**src/rtl/doppler_frame_ctrl_pkg.sv**
```systemverilog
// Shared types and defaults for the Doppler frame sequencer.
// Holds the write/read FSM encodings, the default frame geometry and
// a small helper that turns a bank index into a one-hot bank_full mask.
package doppler_frame_ctrl_pkg;

    // Default frame geometry: 256-sample frames, 8-bit buffer address.
    localparam int DEFAULT_FFT_LEN     = 256;
    localparam int DEFAULT_ADDR_W      = 8;
    localparam int DEFAULT_FRAME_CNT_W = 16;

    // Write side: idle (disabled), armed (waiting for a valid edge), filling.
    typedef enum logic [1:0] {
        W_IDLE = 2'd0,
        W_ARM  = 2'd1,
        W_FILL = 2'd2
    } w_state_t;

    // Read side: waiting for a full bank, or FFT running on fft_bank.
    typedef enum logic {
        R_IDLE = 1'b0,
        R_RUN  = 1'b1
    } r_state_t;

    // One-hot mask selecting a single ping-pong bank in bank_full.
    function automatic logic [1:0] bank_mask(input logic bank);
        return bank ? 2'b10 : 2'b01;
    endfunction

endpackage

```
**src/rtl/doppler_frame_ctrl_start_gen.sv**
```systemverilog
// Frame-start detector: produces a pulse on the rising edge of valid_Ff.
// The delayed copy is cleared by reset, so a valid_Ff already high when
// reset releases counts as an edge on the first cycle.
module doppler_frame_ctrl_start_gen (
    input  logic fast_clk,
    input  logic reset,
    input  logic valid_Ff,
    output logic start
);

    logic valid_d1;

    // One-cycle delayed copy of valid_Ff for edge detection.
    always_ff @(posedge fast_clk) begin
        if (reset) begin
            valid_d1 <= 1'b0;
        end else begin
            valid_d1 <= valid_Ff;
        end
    end

    assign start = valid_Ff & ~valid_d1;

endmodule

```
**src/rtl/doppler_frame_ctrl.sv**
```systemverilog
// Frame sequencer between the Doppler sample stream and the FFT engine.
// The write FSM aligns each frame to a rising edge of valid_Ff and packs
// FFT_LEN samples into one half of a ping-pong buffer; the read FSM
// launches the FFT on each full bank and counts completed spectra.
// A frame start that finds its target bank still full is dropped and
// latches the sticky overflow flag.
module doppler_frame_ctrl
    import doppler_frame_ctrl_pkg::*;
#(
    parameter int FFT_LEN     = DEFAULT_FFT_LEN,
    parameter int ADDR_W      = DEFAULT_ADDR_W,
    parameter int FRAME_CNT_W = DEFAULT_FRAME_CNT_W
) (
    input  logic                   fast_clk,
    input  logic                   reset,
    input  logic                   enable,
    input  logic                   valid_Ff,
    input  logic                   fft_ready,
    input  logic                   fft_done,
    output logic                   wr_en,
    output logic [ADDR_W-1:0]      wr_addr,
    output logic                   wr_bank,
    output logic                   fft_start,
    output logic                   fft_bank,
    output logic [FRAME_CNT_W-1:0] frame_cnt,
    output logic                   overflow,
    output logic                   busy
);

    localparam logic [ADDR_W-1:0] LAST_ADDR = ADDR_W'(FFT_LEN - 1);

    w_state_t          w_state;
    w_state_t          w_state_next;
    r_state_t          r_state;
    r_state_t          r_state_next;
    logic [ADDR_W-1:0] cnt;
    logic [ADDR_W-1:0] cnt_next;
    logic              wr_bank_next;
    logic              fft_bank_next;
    logic [1:0]        bank_full;
    logic [1:0]        set_full;
    logic [1:0]        clr_full;
    logic              overflow_set;
    logic              frame_inc;
    logic              start;

    doppler_frame_ctrl_start_gen start_gen (
        .fast_clk (fast_clk),
        .reset    (reset),
        .valid_Ff (valid_Ff),
        .start    (start)
    );

    // Write FSM next state: enable low aborts any partial frame, otherwise
    // arm on an edge into an empty bank and fill until the last address.
    always_comb begin
        w_state_next = w_state;
        cnt_next     = cnt;
        wr_bank_next = wr_bank;
        wr_en        = 1'b0;
        wr_addr      = '0;
        set_full     = 2'b00;
        overflow_set = 1'b0;
        if (!enable) begin
            w_state_next = W_IDLE;
            cnt_next     = '0;
        end else begin
            case (w_state)
                W_IDLE: begin
                    w_state_next = W_ARM;
                end
                W_ARM: begin
                    if (start) begin
                        if (bank_full[wr_bank]) begin
                            overflow_set = 1'b1;
                        end else begin
                            wr_en        = 1'b1;
                            wr_addr      = '0;
                            cnt_next     = ADDR_W'(1);
                            w_state_next = W_FILL;
                        end
                    end
                end
                W_FILL: begin
                    wr_addr = cnt;
                    if (valid_Ff) begin
                        wr_en = 1'b1;
                        if (cnt == LAST_ADDR) begin
                            set_full     = bank_mask(wr_bank);
                            wr_bank_next = ~wr_bank;
                            cnt_next     = '0;
                            w_state_next = W_ARM;
                        end else begin
                            cnt_next = cnt + ADDR_W'(1);
                        end
                    end
                end
                default: begin
                    w_state_next = W_IDLE;
                    cnt_next     = '0;
                end
            endcase
        end
    end

    // Read FSM next state: launch on a full bank when the engine is ready,
    // then release the bank and move to the other one when the FFT finishes.
    always_comb begin
        r_state_next  = r_state;
        fft_bank_next = fft_bank;
        fft_start     = 1'b0;
        clr_full      = 2'b00;
        frame_inc     = 1'b0;
        case (r_state)
            R_IDLE: begin
                if (bank_full[fft_bank] && fft_ready) begin
                    fft_start    = 1'b1;
                    r_state_next = R_RUN;
                end
            end
            R_RUN: begin
                if (fft_done) begin
                    clr_full      = bank_mask(fft_bank);
                    fft_bank_next = ~fft_bank;
                    frame_inc     = 1'b1;
                    r_state_next  = R_IDLE;
                end
            end
            default: begin
                r_state_next = R_IDLE;
            end
        endcase
    end

    // Write-side state, fill counter and fill bank.
    always_ff @(posedge fast_clk) begin
        if (reset) begin
            w_state <= W_IDLE;
            cnt     <= '0;
            wr_bank <= 1'b0;
        end else begin
            w_state <= w_state_next;
            cnt     <= cnt_next;
            wr_bank <= wr_bank_next;
        end
    end

    // Read-side state, FFT bank pointer and completed-spectrum counter.
    always_ff @(posedge fast_clk) begin
        if (reset) begin
            r_state   <= R_IDLE;
            fft_bank  <= 1'b0;
            frame_cnt <= '0;
        end else begin
            r_state  <= r_state_next;
            fft_bank <= fft_bank_next;
            if (frame_inc) begin
                frame_cnt <= frame_cnt + FRAME_CNT_W'(1);
            end
        end
    end

    // Bank occupancy: a set and a clear in the same cycle always target
    // different banks, so both are applied together.
    always_ff @(posedge fast_clk) begin
        if (reset) begin
            bank_full <= 2'b00;
        end else begin
            bank_full <= (bank_full & ~clr_full) | set_full;
        end
    end

    // Sticky overflow: set when a frame start is dropped, cleared only by reset.
    always_ff @(posedge fast_clk) begin
        if (reset) begin
            overflow <= 1'b0;
        end else if (overflow_set) begin
            overflow <= 1'b1;
        end
    end

    assign busy = (w_state == W_FILL) | (r_state == R_RUN) | (|bank_full);

endmodule

```
**config.mk**
```make
export PLATFORM = sky130hd
export DESIGN_NAME = doppler_frame_ctrl
export DESIGN_NICKNAME = d
export VERILOG_FILES = /design/src/rtl/doppler_frame_ctrl_pkg.sv /design/src/rtl/doppler_frame_ctrl_start_gen.sv /design/src/rtl/doppler_frame_ctrl.sv
export SDC_FILE = /design/constraint.sdc
export NUM_CORES = 1
export LEC_CHECK = 0
export CORE_MARGIN = 1
export CORE_UTILIZATION = 54
export DETAILED_ROUTE_END_ITERATION = 8
export GPL_TIMING_DRIVEN = 0
export PLACE_DENSITY = 0.84
export SLEW_MARGIN = 20
export SYNTH_ARGS = -nofsm -noshare
export SYNTH_HDL_FRONTEND = slang
export SYNTH_SLANG_ARGS = --single-unit
```
**constraint.sdc**
```tcl
create_clock -name fast_clk -period 4.9 [get_ports fast_clk]
set_input_delay 0.735 -clock fast_clk [delete_from_list [all_inputs] [get_ports fast_clk]]
set_output_delay 0.735 -clock fast_clk [all_outputs]
set_load 0.1 [all_outputs]
```
==> impl_metrics.py, run 1 <==
metrics = {
    "run_status": {
        "status": "complete, no violations",
    },
    "routing": {
        "drt_iter0_markers": 87,
        "wl_per_cell_um": 13.41,
        "drt_wl_total_mm": 3.888,
        "drc_errors": 0,
        "ant_nets": 0,
        "first_pass_iters": 6,
        "vias_per_cell": 5.717,
        "route.vias.total": 1658,
    },
    "finish": {
        "antenna-diode-count": 0,
        "drive_above_1_share_pct": 7.317,
        "finalNonFillerCells": 290,
        "nets": 258,
        "syn2layout_area_growth_pct": 26.86,
    },
    "clocking": {
        "cts_resized": 0,
        "clk_latency_ps": 340,
        "clockBufferDepth": 2,
        "clock-sinks": 33,
        "cts_buffers": 5,
        "clk_pin_slew_ps": 100,
        "post_cts_buffers": 0,
        "cts_tree": "built",
        "cts-root-buf": "clkbuf_4",
        "cts_hold_buf": 0,
        "htreeDepth": 2,
    },
    "placed_design": {
        "io_buffers": 35,
        "dp.cells": 283,
        "post-dp-hpwl_mm": 2.761,
        "gp_congestion": 0.8090,
    },
    "setup_path": {
        "cpMaxStageDelayCell": "clkdlybuf4s50_1",
        "reg2reg_to": "cnt[3]",
        "r2r_start": "w_state[0]",
        "cp-start-kind": "primary input",
        "cpPeakStageDelay_ps": 1120,
        "worst-setup-path-type": "primary input to output port",
        "r2r_slack_ps": 2950,
        "cp.arrival_ps": 3170,
        "critPathMostFrequentCell": "clkdlybuf4s50_1",
        "reg2regPathDepth": 7,
        "crit_path_end_kind": "output port",
        "path_cells": "clkdlybuf4s50_1 > nor2b_1 > and2_1 > a22o_1 > and3_1 > clkdlybuf4s50_1",
        "crit_path_max_fanout": 6,
        "required_ps": 4160,
    },
    "global_route": {
        "overflow": 0,
        "grt_pass1_vias": 1293,
        "grt_use_total_pct": 23.67,
        "grt_pass1_wl_mm": 6.085,
        "antenna_found_initial": 0,
        "grt_max_degree": 11,
    },
    "floorplanning": {
        "initial_utilization_pct": 56.61,
        "coreArea_mm2": 0.003028,
        "die_area_mm2": 0.003404,
        "ios": 36,
        "die_h_um": 58.34,
        "num_rows": 20,
        "die_w_um": 58.34,
    },
    "yosys": {
        "synth.distinct_cells": 45,
        "synth_flop_cell": "dfxtp_1",
        "synth_cells": 204,
        "ys_ff_latch": 33,
        "synthesis.area_mm2": 0.001714,
        "yosys_warnings": 0,
        "synth_async_sr_flop_share_pct": 0,
        "synth.avg_cell_area_um2": 8.403,
        "syn_nets": 216,
        "synth-edff-count": 0,
        "yosysSeqAreaShare_pct": 38.54,
    },
    "timing": {
        "finalHoldViolCount": 0,
        "finClkSkew_ps": 6.860,
        "relSlewSlack_pct": 32.57,
        "rsz0062_at_grt": "false",
        "min_period_over_period_pct": 79.60,
        "finalSetupTns_ps": 0,
        "fin_crit_ps": 3900,
        "tightest_slew_ps": 1008,
        "setup_violations": 0,
        "finalMaxSlewViolations": 0,
        "fmax_mhz": 256.4,
    },
    "min_path": {
        "hold_path.startpoint": "cnt[1]",
        "min-delay-path-class": "register to register",
        "min_path_cells": 2,
        "holdPathEnd": "cnt[1]",
    },
    "power": {
        "p_per_area_mw_per_mm2": 211.2,
        "p_leak_nw": 0.7459,
        "p_total_w": 0.0004592,
        "ir_drop_v": 0.0001730,
    },
    "job": {
        "maxCapViolations": 0,
    },
}
layer usage:
layer / GRT usage [%] / vias up / share of wire, % / routed length (um)
met3: 6.813 / 6 / 5.3 / 208
met5: 0 / - / 0 / 0
li1: - / 813 / - / -
met1: 31.90 / 787 / 49 / 1899
met2: 36.29 / 52 / 44 / 1728
met4: 8.503 / 0 / 1.3 / 51
cells by family (layout without fill, tap and decap cells):
| group | Yosys count | count (layout) | share of synthesized area [%] |
|---|---|---|---|
| mux | 2 | 2 | 1.387 |
| compound gates | 42 | 42 | 15.26 |
| buf+inv | 17 | 59 | 4.015 |
| simple gates | 91 | 91 | 29.78 |
| fa+ha+maj | 6 | 6 | 4.379 |
| flops | 33 | 33 | 38.54 |
| xor+xnor | 13 | 13 | 6.642 |
cells in the final DEF, fill, tap and decap left out, types with 10 or more instances in the layout:
| master | Yosys | layout |
|---|---|---|
| nand3_1 | 10 | 10 |
| nor2_1 | 18 | 18 |
| inv_1 | 10 | 10 |
| and3_1 | 10 | 10 |
| a21oi_1 | 19 | 19 |
| clkdlybuf4s50_1 | 0 | 35 |
| dfxtp_1 | 33 | 33 |
| nand2_1 | 14 | 14 |
worst max path at each step:
stage / start / cells past startpoint / endpoint / slack (ps)
detailed placement: valid_Ff / 6 / wr_en / 1020
CTS: valid_Ff / 6 / wr_en / 1010
finish: valid_Ff / 6 / wr_en / 1000
floorplan: fft_bank / 2 / fft_start / 700
global route: valid_Ff / 6 / wr_en / 900
global placement: valid_Ff / 6 / wr_en / 1010
state kept, by name (all words and copies together) (netlist names):
| register | cells |
|---|---|
| frame_cnt | 16 |
| cnt | 8 |
| bank_full | 2 |
| w_state | 2 |
| fft_bank | 1 |
| overflow | 1 |
| r_state | 1 |
| start_gen.valid_d1 | 1 |
| wr_bank | 1 |
where the power goes:
group          leakage (nW)  internal [W]  total [W]  switching, W
Clock                0.0314     0.0000677   0.000158     0.0000907
Sequential            0.266      0.000269   0.000270   0.000000843
Combinational         0.448     0.0000109  0.0000308     0.0000199
Yosys cell counts, types with 2 or more instances:
library cell  number  area [um2]
and4_1             2       17.52
a21oi_1           19       95.09
nor4_1             3       18.77
dfxtp_1           33       660.6
nor2_1            18       67.56
xnor2_1            6       52.55
nand2b_1           3       18.77
nand3_1           10       50.05
o31ai_1            6       45.04
ha_1               6       75.07
clkbuf_1           5       18.77
inv_1             10       37.54
nor2b_1            2       12.51
xor2_1             7       61.31
nand2_1           14       52.55
or4_1              7       52.55
or3_1              6       37.54
a211o_1            2       17.52
and2_1             2       12.51
and3_1            10       62.56
nand4_1            3       18.77
o21ai_0            7       35.03
layout make-up:
type                       count  area, um2
inverter                      10      37.54
sequential                    33      660.6
buffer                         7      31.28
clock buffer                   7      55.05
multi-input combinational    154      984.7
fill                         243      853.3
tap                           44      55.05
timing repair buffer          35      350.3
critical path: cells and delay by family:
kind,cells,cell delay [ps]
AOI/OAI and AO/OA,1,120
buffers and inverters,2,1690
and+or+nand+nor,3,620
metrics by stage:
step	hold slack (ps)	util (%)	setup WS, ps	instance area, um2
after floorplan	457.6	-	698.6	1714
after global placement	468.5	70.00	1015	2120
after detailed placement	490.7	70.00	1023	2120
after CTS	503.9	71.82	1012	2175
after global routing	514.8	71.82	895.4	2175
final	500.9	71.82	999.8	2175
(Power assumes the default switching activity.)
==> run 2, diff against run 1 <==
--- a/config.mk
+++ b/config.mk
@@ -6,10 +6,10 @@
 export NUM_CORES = 1
 export LEC_CHECK = 0
 export CORE_MARGIN = 1
-export CORE_UTILIZATION = 54
+export CORE_UTILIZATION = 50
 export DETAILED_ROUTE_END_ITERATION = 8
 export GPL_TIMING_DRIVEN = 0
-export PLACE_DENSITY = 0.84
+export PLACE_DENSITY = 0.78
 export SLEW_MARGIN = 20
 export SYNTH_ARGS = -nofsm -noshare
 export SYNTH_HDL_FRONTEND = slang
==> constraint.sdc (replaced) <==
create_clock -name fast_clk -period 4.1 [get_ports fast_clk]
set_input_delay 0.615 -clock fast_clk [delete_from_list [all_inputs] [get_ports fast_clk]]
set_output_delay 0.615 -clock fast_clk [all_outputs]
set_load 0.1 [all_outputs]
==> run 2 against run 1 <==
Effect of this change:
- combinational power grew 18%
- critical path type unchanged
- clock power increased by 63%
- clock-buffer cell count unchanged
- first-iteration DRC count fell by 5.7%
- setup slack worse by 600 ps
- sequential cell count is the same
- non-clock buffer count is the same
- highest routed layer unchanged
- largest cell class unchanged
- largest power group unchanged
- worst hold slack got worse by 12 ps
- cell count grew 0.34%
- routed wire length shrank 0.77%
==> impl_metrics.py, run 2 (synthesis gave the netlist of run 1 again) <==
metrics = {
    "routing": {
        "drc_errors": 0,
        "vias_per_cell": 5.443,
        "wl_per_cell_um": 13.26,
        "drt_wl_total_mm": 3.858,
        "drt_iter0_markers": 82,
        "first_pass_iters": 4,
        "ant_nets": 0,
        "route.vias.total": 1584,
    },
    "timing": {
        "rsz0062_at_grt": "false",
        "finClkSkew_ps": 6.066,
        "setup_violations": 0,
        "finalMaxSlewViolations": 0,
        "finalHoldViolCount": 0,
        "fmax_mhz": 270.6,
        "relSlewSlack_pct": 33.52,
        "finalSetupTns_ps": 0,
        "fin_crit_ps": 3696,
        "tightest_slew_ps": 994.0,
        "min_period_over_period_pct": 90.15,
    },
    "clocking": {
        "cts_tree": "built",
        "cts_buffers": 5,
        "clk_pin_slew_ps": 100,
        "cts_resized": 0,
        "cts_hold_buf": 0,
        "clock-sinks": 33,
        "post_cts_buffers": 0,
        "htreeDepth": 2,
        "cts-root-buf": "clkbuf_4",
        "clockBufferDepth": 2,
        "clk_latency_ps": 340,
    },
    "job": {
        "maxCapViolations": 0,
    },
    "floorplanning": {
        "die_area_mm2": 0.003666,
        "die_h_um": 60.55,
        "die_w_um": 60.55,
        "coreArea_mm2": 0.003153,
        "ios": 36,
        "initial_utilization_pct": 54.37,
        "num_rows": 20,
    },
    "setup_path": {
        "crit_path_end_kind": "output port",
        "crit_path_max_fanout": 6,
        "worst-setup-path-type": "primary input to output port",
        "reg2regPathDepth": 7,
        "cp.arrival_ps": 3080,
        "required_ps": 3480,
        "cp-start-kind": "primary input",
    },
    "power": {
        "p_total_w": 0.0006170,
        "p_leak_nw": 0.7600,
        "ir_drop_v": 0.0001807,
        "p_per_area_mw_per_mm2": 279.9,
    },
    "global_route": {
        "grt_pass1_vias": 1354,
        "overflow": 0,
        "grt_use_total_pct": 22.87,
        "grt_max_degree": 11,
        "antenna_found_initial": 0,
        "grt_pass1_wl_mm": 6.106,
    },
    "finish": {
        "reg_top3": "frame_cnt (16), cnt (8)",
        "largest_reg_flops": 16,
        "mostFrequentLayoutCells": "clkdlybuf4s50_1 (35), dfxtp_1 (33), a21oi_1 (19)",
        "top_register": "frame_cnt",
        "nets": 258,
        "syn2layout_area_growth_pct": 28.61,
        "drive_above_1_share_pct": 7.692,
        "final_common_cell": "clkdlybuf4s50_1",
        "n_fill_cell": 286,
        "antenna-diode-count": 0,
    },
    "placed_design": {
        "post-dp-hpwl_mm": 2.761,
        "io_buffers": 35,
        "gp_congestion": 0.8401,
    },
    "run_status": {
        "status": "complete, no violations",
    },
    "min_path": {
        "min_path_cells": 2,
        "min-delay-path-class": "register to register",
    },
}
==> run 2: path summary, 6_finish.rpt <==
check,end,slack (ps),from
min reg2reg,frame_cnt[15],490,frame_cnt[15]
max,wr_en,400,valid_Ff
min,frame_cnt[15],490,frame_cnt[15]
max reg2reg,cnt[2],2190,w_state[0]
==> run 2: metrics by stage <==
step	utilization [%]	instance area [um2]	hold WS, ps	setup slack, ps	cells
floorplan	-	1714	457.6	18.58	204
global placement	67.22	2120	469.0	458.3	283
detailed placement	67.22	2120	480.2	402.3	283
CTS	69.92	2205	492.5	393.9	291
global route	69.92	2205	519.9	322.7	291
finish	69.92	2205	488.7	404.0	291
==> run 2: critical path: stages <==
cell             delay [ps]
clkdlybuf4s50_1         570
nor2b_1                 280
and2_1                  190
a22o_1                  120
and3_1                  160
clkdlybuf4s50_1        1130
==> run 2: final cells by class <==
| class | count | area [um2] | area share, % |
|---|---|---|---|
| flip-flops and latches | 33 | 660.6 | 29.97 |
| plain buffers | 7 | 31.28 | 1.419 |
| clock buffers | 7 | 55.05 | 2.497 |
| multi-input cells | 154 | 984.7 | 44.67 |
| clock inverters | 1 | 30.03 | 1.362 |
| repair buffers | 35 | 350.3 | 15.89 |
| inverters | 10 | 37.54 | 1.703 |
| well taps | 44 | 55.05 | 2.497 |
==> run 2: where the power goes <==
| group | leakage [nW] | internal (W) | switching [W] |
|---|---|---|---|
| registers | 0.266 | 0.000322 | 0.00000103 |
| logic | 0.448 | 0.0000130 | 0.0000234 |
| clock network | 0.0455 | 0.000146 | 0.000112 |
==> run 2: routing by layer <==
metal | routed length, um | part of all wire [%] | global-route usage [%]
met3 | 166 | 4.3 | 7.036
met4 | 45 | 1.2 | 7.792
met5 | 0 | 0 | 0
met1 | 1853 | 48 | 30.86
met2 | 1791 | 46 | 34.85
==> run 3, diff against run 2 <==
--- a/config.mk
+++ b/config.mk
@@ -7,6 +7,7 @@
 export LEC_CHECK = 0
 export CORE_MARGIN = 1
 export CORE_UTILIZATION = 50
+export CTS_CLUSTER_DIAMETER = 120
 export DETAILED_ROUTE_END_ITERATION = 8
 export GPL_TIMING_DRIVEN = 0
 export PLACE_DENSITY = 0.78
==> results of run 3 <==
The final DEF is identical to that of run 2; final timing and power are the same.
